--- src/rtl/core_pkg.sv ---
// core_pkg: shared types for the MEM-stage bus controller
package core_pkg;
    localparam int XLEN = 32;
    typedef enum logic [1:0] {IDLE, REQ, WAIT, DONE} mem_state_e;
    typedef struct packed {
        logic            we;
        logic [XLEN-1:0] addr;
        logic [XLEN-1:0] wdata;
        logic [XLEN/8-1:0] wstrb;
    } bus_req_t;
endpackage

--- src/rtl/mem_stall_ctrl.sv ---
// mem_stall_ctrl: stalls the pipeline while a MEM-stage load/store runs on a valid/ready bus
module mem_stall_ctrl
    import core_pkg::*;
#(
    parameter int TIMEOUT = 256
) (
    input  logic              clk,
    input  logic              reset_n,
    input  logic              mem_read,
    input  logic              mem_write,
    input  logic [XLEN-1:0]   mem_addr,
    input  logic [XLEN-1:0]   mem_wdata,
    input  logic [XLEN/8-1:0] mem_wstrb,
    output logic [XLEN-1:0]   mem_rdata,
    output logic              mem_fault,
    output logic              stall_pipl,
    output logic              bus_req_valid,
    input  logic              bus_req_ready,
    output logic              bus_req_we,
    output logic [XLEN-1:0]   bus_req_addr,
    output logic [XLEN-1:0]   bus_req_wdata,
    output logic [XLEN/8-1:0] bus_req_wstrb,
    input  logic              bus_rsp_valid,
    input  logic [XLEN-1:0]   bus_rsp_rdata,
    input  logic              bus_rsp_err
);
    localparam int CW = $clog2(TIMEOUT);
    mem_state_e      state, state_nxt;
    bus_req_t        req;
    logic [CW-1:0]   cnt;
    logic [XLEN-1:0] rdata_nxt;
    logic            fault_nxt, access, expired;
    assign access  = mem_read | mem_write;
    assign expired = cnt == CW'(TIMEOUT - 1);
    always_comb begin
        state_nxt = state;
        rdata_nxt = '0;
        fault_nxt = 1'b0;
        unique case (state)
            IDLE: state_nxt = access ? REQ : IDLE;
            REQ: begin
                if (expired) begin
                    state_nxt = DONE;
                    fault_nxt = 1'b1;
                end else if (bus_req_ready) begin
                    state_nxt = WAIT;
                end
            end
            WAIT: begin
                if (expired) begin
                    state_nxt = DONE;
                    fault_nxt = 1'b1;
                end else if (bus_rsp_valid) begin
                    state_nxt = DONE;
                    fault_nxt = bus_rsp_err;
                    rdata_nxt = (bus_rsp_err | req.we) ? '0 : bus_rsp_rdata;
                end
            end
            DONE: state_nxt = IDLE;
            default: state_nxt = IDLE;
        endcase
    end
    always_ff @(posedge clk or negedge reset_n) begin
        if (!reset_n) begin
            state     <= IDLE;
            req       <= '0;
            cnt       <= '0;
            mem_rdata <= '0;
            mem_fault <= 1'b0;
        end else begin
            state     <= state_nxt;
            cnt       <= (state == IDLE) ? '0 : cnt + 1'b1;
            mem_rdata <= rdata_nxt;
            mem_fault <= fault_nxt;
            if (state == IDLE && access)
                req <= '{we: mem_write, addr: mem_addr, wdata: mem_wdata,
                         wstrb: mem_write ? mem_wstrb : '0};
        end
    end
    // valid drops in the expiring cycle so no late handshake can race the timeout
    assign bus_req_valid = (state == REQ) && !expired;
    assign stall_pipl    = reset_n && ((state == IDLE && access) || state == REQ || state == WAIT);
    assign bus_req_we    = req.we;
    assign bus_req_addr  = req.addr;
    assign bus_req_wdata = req.wdata;
    assign bus_req_wstrb = req.wstrb;
endmodule

--- config.mk ---
export PLATFORM = sky130hd
export DESIGN_NAME = mem_stall_ctrl
export DESIGN_NICKNAME = d
export VERILOG_FILES = /design/src/rtl/core_pkg.sv /design/src/rtl/mem_stall_ctrl.sv
export SDC_FILE = /design/constraint.sdc
export NUM_CORES = 1
export LEC_CHECK = 0
export ABC_AREA = 1
export BUFFER_PORTS_ARGS = -buffer_cell sky130_fd_sc_hd__buf_2
export CAP_MARGIN = 20
export CORE_ASPECT_RATIO = 1.5
export CORE_MARGIN = 1
export CORE_UTILIZATION = 40
export DETAILED_ROUTE_END_ITERATION = 16
export PLACE_DENSITY_LB_ADDON = 0.25
export SYNTH_ARGS = -nofsm -noshare
export SYNTH_HDL_FRONTEND = slang
export SYNTH_SLANG_ARGS = --single-unit
--- constraint.sdc ---
create_clock -name clk -period 1.7 [get_ports clk]
set_input_delay 0.17 -clock clk [delete_from_list [all_inputs] [get_ports clk]]
set_output_delay 0.17 -clock clk [all_outputs]
set_load 0.005 [all_outputs]
# Yosys cells after proc, flatten, opt, wreduce, memory -nomap -nowiden
# Cells that the tools add are included.
# op_classes
n_addsub,1
n_eq_ne,6
mux,16
bitwise,2
reduce_logical,8
# op_table
cell,count
$mux 32,4
$add 8x1->8 const B,1
$eq 8x8->1 const B,1
$mux 2,4
$mux 8,1
$pmux 2 s4,1
$ne 3x3->1 const B,2
$eq 2x2->1 const B,2
$mux 1,4
$mux 4,1
$logic_and 1x1->1,3
$eq 2x1->1 const B,1
$logic_not 2->1,1
$logic_or 1x1->1,2
$or 1x1->1,2
$pmux 1 s2,1
$reduce_and 2->1,1
$logic_not 1->1,1
# totals
register_bits,112
input_bits,107
output_inout_bits,104
word_cells,41

# Logic depth before layout (Yosys ltp)
# Gate-level depths: netlist of run 1.
# depth
word_depth,5
ltp_mapped,9

# Least setup slack after synthesis of run 1
# OpenSTA, ideal clock, no wires.
# synth_path
path_type,flip-flop to flip-flop
from,register state[0]
to,"register req, in the netlist bus_req_addr[0]"
setup_time_ps,116
arrival_ps,1323
required_time_ps,1584
setup_slack_ps,261
path_stages_with_launch,10
period_less_slack_ps,1439
cell_sequence,dfrtp_1 -> inv_1 -> ha_1 -> buf_2 -> o21ai_2 -> inv_2 -> buf_4 -> buf_2 -> nand2_1 -> nand2_1
# synth_between
elab_chain_len,2
# synth_lines
item,line_no,rtl
start: declaration,mem_stall_ctrl.sv:28,"mem_state_e state, state_nxt;"
start signal: assignment,mem_stall_ctrl.sv:71,state <= state_nxt;
$logic_not 2->1,mem_stall_ctrl.sv:75,if (state == IDLE && access)
$logic_and 1x1->1,mem_stall_ctrl.sv:75,
end signal: assignment,mem_stall_ctrl.sv:76,"req <= '{we: mem_write, addr: mem_addr, wdata: mem_wdata,"
end: declaration,mem_stall_ctrl.sv:29,bus_req_t req;
# No other way between the ends.
# A chain may end at the register's enable or synchronous reset.

# Worst setup path after layout of run 1
# layout_path
from,register state[0]
to,output port stall_pipl
# layout_between
elab_chain_len,5
# layout_lines
item,line_no,rtl
$logic_not 2->1,mem_stall_ctrl.sv:82,assign stall_pipl = reset_n && ((state == IDLE && access) || state == REQ || state == WAIT);
$logic_and 1x1->1,mem_stall_ctrl.sv:82,
$logic_or 1x1->1,mem_stall_ctrl.sv:82,
$logic_or 1x1->1 (*),mem_stall_ctrl.sv:82,
$logic_and 1x1->1 (*),mem_stall_ctrl.sv:82,
end: declaration,mem_stall_ctrl.sv:16,"output logic stall_pipl,"
# Mark *: on every way between the ends. The rest lies on a longest branch, timed or not.

==> impl_metrics.ini, run 1 <==
[final_layout]
area_delta_synth_final_pct = 37.6
drive_above_1_share = 0.365
diodes = 0
final_util = 0.572
stdcell_count = 831
fin_nets = 796
nFillCells = 933

[floorplanning]
die_w_um = 86.1
io_pins = 211
initial_core_util = 0.416
core-area_um2 = 10200
fp.dieArea_um2 = 11000
die_h_um = 128
fp-row-count = 45

[routing]
ant_nets = 0
firstDrtPassIters = 4
drtIter0Drc = 111
wirelength_um = 10300
vias_per_cell = 4.45
wl_per_cell_um = 12.4
drc = 0
num_vias = 3694

[place]
port_buffers = 210
dp_cells = 811
post-place-ws_ps = 144
gp_congestion = 0.790
dpl.hpwl_um = 7510

[synthesis]
yosysSeqAreaShare = 0.661
ys.warnings.count = 0
synth.avg_cell_area_um2 = 9.04
syn_inst = 469
synth.cell_area_um2 = 4240
synth_fp_nets = 580
yosys_register_bits = 112
yosys.cell_types.count = 17

[critical_path]
rr_startpoint = state[0]
cp.required_ps = 1530
critPathArrivalTime_ps = 1460
rrSetupSlack_ps = 180
path_max_fanout = 3
path_class = reg2out
path_cells = inv_1, ha_2, inv_2, nand2_1, o21a_1, buf_2
r2r-end = bus_req_wstrb[3]
endpoint_kind = output port
crit_path_top_delay_cell = dfrtp_1
cpPeakStageDelay_ps = 380
reg2reg_depth = 6
startpoint_type = flip-flop

[sta]
setup_tns_ps = 0
period_needed_ps = 1630
fin_skew_ps = 7.81
post-route-period-util = 0.960
finalWorstSetupSlack_ps = 67.5
setup_viol = 0
hold_slack_ps = 10.7
worst_pin_slew_ps = 509
slew_viol_final = 0
fmax_mhz = 613
rsz0062_at_grt = true
relSlewSlack = 0.661
hold_viol_final = 0

[min_path]
holdPathEnd = bus_req_wdata[14]
holdPathStages = 3
min_from = mem_wdata[14]
hold_path.class = in2reg

[global_routing]
grt_util_all_layers = 0.191
grt_start_max_net_pins = 53
antenna_found_initial = 0
grt_pass1_vias = 3483
grt_pass1_wl_um = 16300
grt-ovfl-total = 0

[cts]
clk_path_buf_depth = 2
clk_pin_slew_ps = 70
cts_tree = built
numCtsBuffers = 9
clock_latency_ps = 340
htreeDepth = 3
clock-root-buffer = clkbuf_16
cts_sinks = 112

[power_and_ir_drop]
combPwrFrac = 0.350
switching_share = 0.353
p_int_uw = 5960
ir_drop_mv = 0.728
seqPwrFrac = 0.437
p_leak_uw = 0.00352
switchingPower_uw = 3250
clkPwrFrac = 0.214
p_per_area_nw_per_um2 = 1580

[flow_run]
cap_violations = 0

[status]
status = finished clean
==> power groups by stage <==
stage / clock [µW] / combinational, µW / sequential [µW]
after floorplan: 0 / 1590 / 4130
after global placement: 0 / 3090 / 4050
after detailed placement: 0 / 3190 / 4070
after CTS: 2020 / 3260 / 4020
after global routing: 2110 / 3700 / 4110
final: 1970 / 3220 / 4020
==> routing by layer <==
metal  vias up  wire [µm]  GRT usage  part of all wire
li1       1846          -          -                 -
met1      1682       4290      0.228              0.42
met2       154       5070      0.324              0.49
met3        12        825     0.0541             0.080
met4         0        149     0.0735             0.014
met5         -          0          0                 0
==> worst max-delay path by stage <==
stage | start | end | slack (ps) | cells after the start
3_5_place_dp | cnt[0] | mem_rdata[12] | 140 | 7
2_1_floorplan | state[0] | bus_req_addr[0] | 260 | 9
3_3_place_gp | cnt[0] | mem_rdata[16] | 200 | 7
5_1_grt | state[0] | stall_pipl | -7 | 6
4_1_cts | cnt[0] | bus_req_valid | 10 | 7
6_report | state[0] | stall_pipl | 70 | 6
==> repair_timing <==
item / in CTS / in global routing
hold buffers: 1 / 0
gates cloned: 0 / 0
setup buffers: 3 / 0
resized for setup: 5 / 8
hold endpoints to repair: 27 / 0
pin swaps: 1 / 2
endpoints found under the setup margin: 2 / 21
==> per-stage QoR <==
stage                     area [µm²]  power (µW)
final                           5830        9210
after global routing            5830        9920
after CTS                       5820        9300
after detailed placement        5500        7260
after global placement          5500        7140
after floorplan                 4240        5720
==> cells in the mapped netlist (all sizes together) <==
master  count  area [µm²]
a21oi       7        35.0
buf        13        67.6
clkbuf      8        30.0
clkinv      1        3.75
dfrtp     112        2800
ha          4        50.1
inv        13        48.8
nand2     251         942
nand3       9        45.0
nor2       42         160
nor3b       1        7.51
o21a        2        15.0
o21ai       6        33.8
==> registers in the layout, indices dropped and copies added, names as in the netlist <==
| signal | cells |
|---|---|
| mem_fault | 1 |
| cnt | 8 |
| bus_req_we | 1 |
| bus_req_wstrb | 4 |
| mem_rdata | 32 |
| state | 2 |
| bus_req_addr | 32 |
| bus_req_wdata | 32 |
==> cell usage in the layout, fill, tap and decap left out, types with 2 or more instances in the layout <==
cell / n
o21a_1: 2
buf_2: 209
ha_2: 4
clkbuf_16: 9
nand2_1: 249
buf_4: 13
inv_6: 2
buf_12: 2
inv_2: 2
clkinvlp_4: 2
a21oi_1: 7
nand3_1: 9
clkinv_2: 2
dfrtp_1: 112
nor2_1: 40
o21ai_0: 5
inv_1: 10
==> area by class of cell <==
type	count	area [µm²]	share of cell area
Clock buffer	10	229	0.0392
Timing Repair Buffer	226	1200	0.207
Clock inverter	6	42.5	0.00729
Sequential cell	112	2800	0.480
Inverter	14	55.1	0.00944
Tap cell	141	176	0.0302
Multi-Input combinational cell	322	1320	0.227
==> critical path: cells and delay by family (launching register included) <==
kind / cells / cell delay, ps
AO/OA/AOI/OAI: 1 / 190
adder cells (fa/ha/maj): 1 / 200
buffers and inverters: 3 / 260
flip-flops: 1 / 380
AND/OR/NAND/NOR: 1 / 80
==> cell families (layout without fill, tap and decap cells) <==
| group | after synthesis | in the layout | share of synthesized area |
|---|---|---|---|
| simple gates | 303 | 303 | 0.272 |
| flops | 112 | 112 | 0.661 |
| fa+ha+maj | 4 | 4 | 0.0118 |
| compound gates | 15 | 15 | 0.0198 |
| buf+inv | 35 | 256 | 0.0354 |
Power figures use the tool's default switching activity.
==> run 2: changes to the inputs <==
- MAX_ROUTING_LAYER: unset -> met4
- clock period: 1.7 -> 2 ns (I/O delays scaled with it)
==> run 2 against run 1 <==
  * Clock power fell by 5%
  * First-iteration DRC count rose by 1.8%
  * Sequential share of layout area rose by 0.37 points
  * Critical endpoint is now bus_req_valid
  * Largest cell class unchanged
  * Highest routed layer unchanged
==> impl_metrics.ini, run 2 (synthesis gave the netlist of run 1 again) <==
[status]
status = finished clean

[cts]
htreeDepth = 3
clk_pin_slew_ps = 80
cts_tree = built
clk_path_buf_depth = 2
clock-root-buffer = clkbuf_16
clock_latency_ps = 350
cts_sinks = 112
numCtsBuffers = 9

[global_routing]
gr-usage-met1 = 0.229
grt_util_all_layers = 0.193
grt-busiest-layer = met2
grt_pass1_wl_um = 16100
grt-ovfl-total = 0
grt.met2_usage = 0.317
grt_start_max_net_pins = 63
antenna_found_initial = 0
grt_util_met3 = 0.0534
grt_pass1_vias = 3542

[final_layout]
fin_nets = 790
layout_commonest_cell = nand2_1
multi_input_area_um2 = 1300
layout_common_cells = 250 x nand2_1, 209 x buf_2, 112 x dfrtp_1, 41 x nor2_1, 12 x inv_1
diodes = 0
seq_area_um2 = 2800
final_area_um2 = 5790
nFillCells = 945
drive_above_1_share = 0.349
final_util = 0.568
area_delta_synth_final_pct = 36.5

[floorplanning]
initial_core_util = 0.416
io_pins = 211
core-area_um2 = 10200
fp.dieArea_um2 = 11000
die_w_um = 86.1
die_h_um = 128
fp-row-count = 45

[critical_path]
rrSetupSlack_ps = 510
r2r-end = mem_rdata[20]
endpoint_kind = output port
cpPeakStageDelay_ps = 370
reg2reg_depth = 7
cp.required_ps = 1800
path_class = reg2out
path_cells = ha_1, nand2_1, nor2_2, nand2_2, inv_1, nor2_1, buf_2
critPathArrivalTime_ps = 1610
crit_path_top_delay_cell = dfrtp_1
path_max_fanout = 10
startpoint_type = flip-flop
rr_startpoint = cnt[0]

[place]
gp_congestion = 0.789
dpl_cell_area_um2 = 5460
port_buffers = 210
dpl.hpwl_um = 7400

[sta]
setup_viol = 0
setup_tns_ps = 0
post-route-period-util = 0.903
worst_pin_slew_ps = 459
rsz0062_at_grt = false
hold_viol_final = 0
period_needed_ps = 1810
relSlewSlack = 0.694
fin_skew_ps = 7.35
slew_viol_final = 0
hold_slack_ps = 37.8
fmax_mhz = 554

[routing]
wirelength_um = 10200
firstDrtPassIters = 5
wl_per_cell_um = 12.3
drtIter0Drc = 113
drc = 0
vias_per_cell = 4.46
ant_nets = 0
num_vias = 3681

[min_path]
hold_path.class = in2reg
holdPathEnd = bus_req_addr[28]
holdPathStages = 3
min_from = mem_addr[28]

[power_and_ir_drop]
power_uw = 7920
ir_drop_mv = 0.549
p_per_area_nw_per_um2 = 1370
p_leak_uw = 0.00351

[flow_run]
cap_violations = 0
run 2: cell types whose count changed in the layout (fill, tap and decap cells not counted), moves of 2 or more:
cell / delta
buf_4: -4
ha_1: +4
ha_2: -4
clkinv_4: +3
clkinv_2: -2
clkinvlp_4: -2
inv_1: +2
run 2: repair_timing:
item	CTS	global route
setup buffers	0	0
setup endpoints to repair	0	1
hold endpoints to repair	25	0
resized for setup	0	1
hold buffers	1	0
run 2: area by class of cell:
type,count,share of cell area
sequential,112,0.484
multi-input combinational,322,0.224
timing repair buffer,220,0.198
clock buffer,10,0.0413
tap,141,0.0305
clock inverter,6,0.0132
inverter,14,0.00908
run 2: power by group:
part / total, µW / internal (µW) / leakage [µW] / switching [µW]
Sequential: 3410 / 3030 / 0.00145 / 382
Combinational: 2640 / 1120 / 0.00191 / 1520
Clock: 1870 / 1030 / 0.000155 / 839
Total: 7920 / 5180 / 0.00351 / 2750
run 2: per-stage QoR:
step | cells | worst slack, ps
after floorplan | 469 | 559
after global placement | 808 | 461
after detailed placement | 808 | 388
after CTS | 825 | 65.1
after global routing | 825 | 52.3
final | 825 | 194
run 2: how the worst max path moves through the flow:
stage / startpoint / to / slack [ps] / cells past startpoint
4_1_cts: cnt[0] / bus_req_valid / 70 / 7
3_5_place_dp: cnt[0] / mem_rdata[29] / 390 / 7
2_1_floorplan: state[0] / stall_pipl / 560 / 7
5_1_grt: cnt[0] / bus_req_valid / 50 / 7
3_3_place_gp: cnt[0] / mem_rdata[18] / 460 / 7
6_report: cnt[0] / bus_req_valid / 190 / 7
run 2: layer usage:
layer / share of wire / vias up
li1: - / 1841
met1: 0.42 / 1676
met2: 0.49 / 154
met3: 0.083 / 10
met4: 0.012 / 0
met5: 0 / -
run 2: worst max-delay path: cells and delay by family (launching register included):
kind | cells | cell delay (ps)
adders and majority gates | 1 | 190
DFF | 1 | 370
buffers and inverters | 2 | 240
and+or+nand+nor | 4 | 470
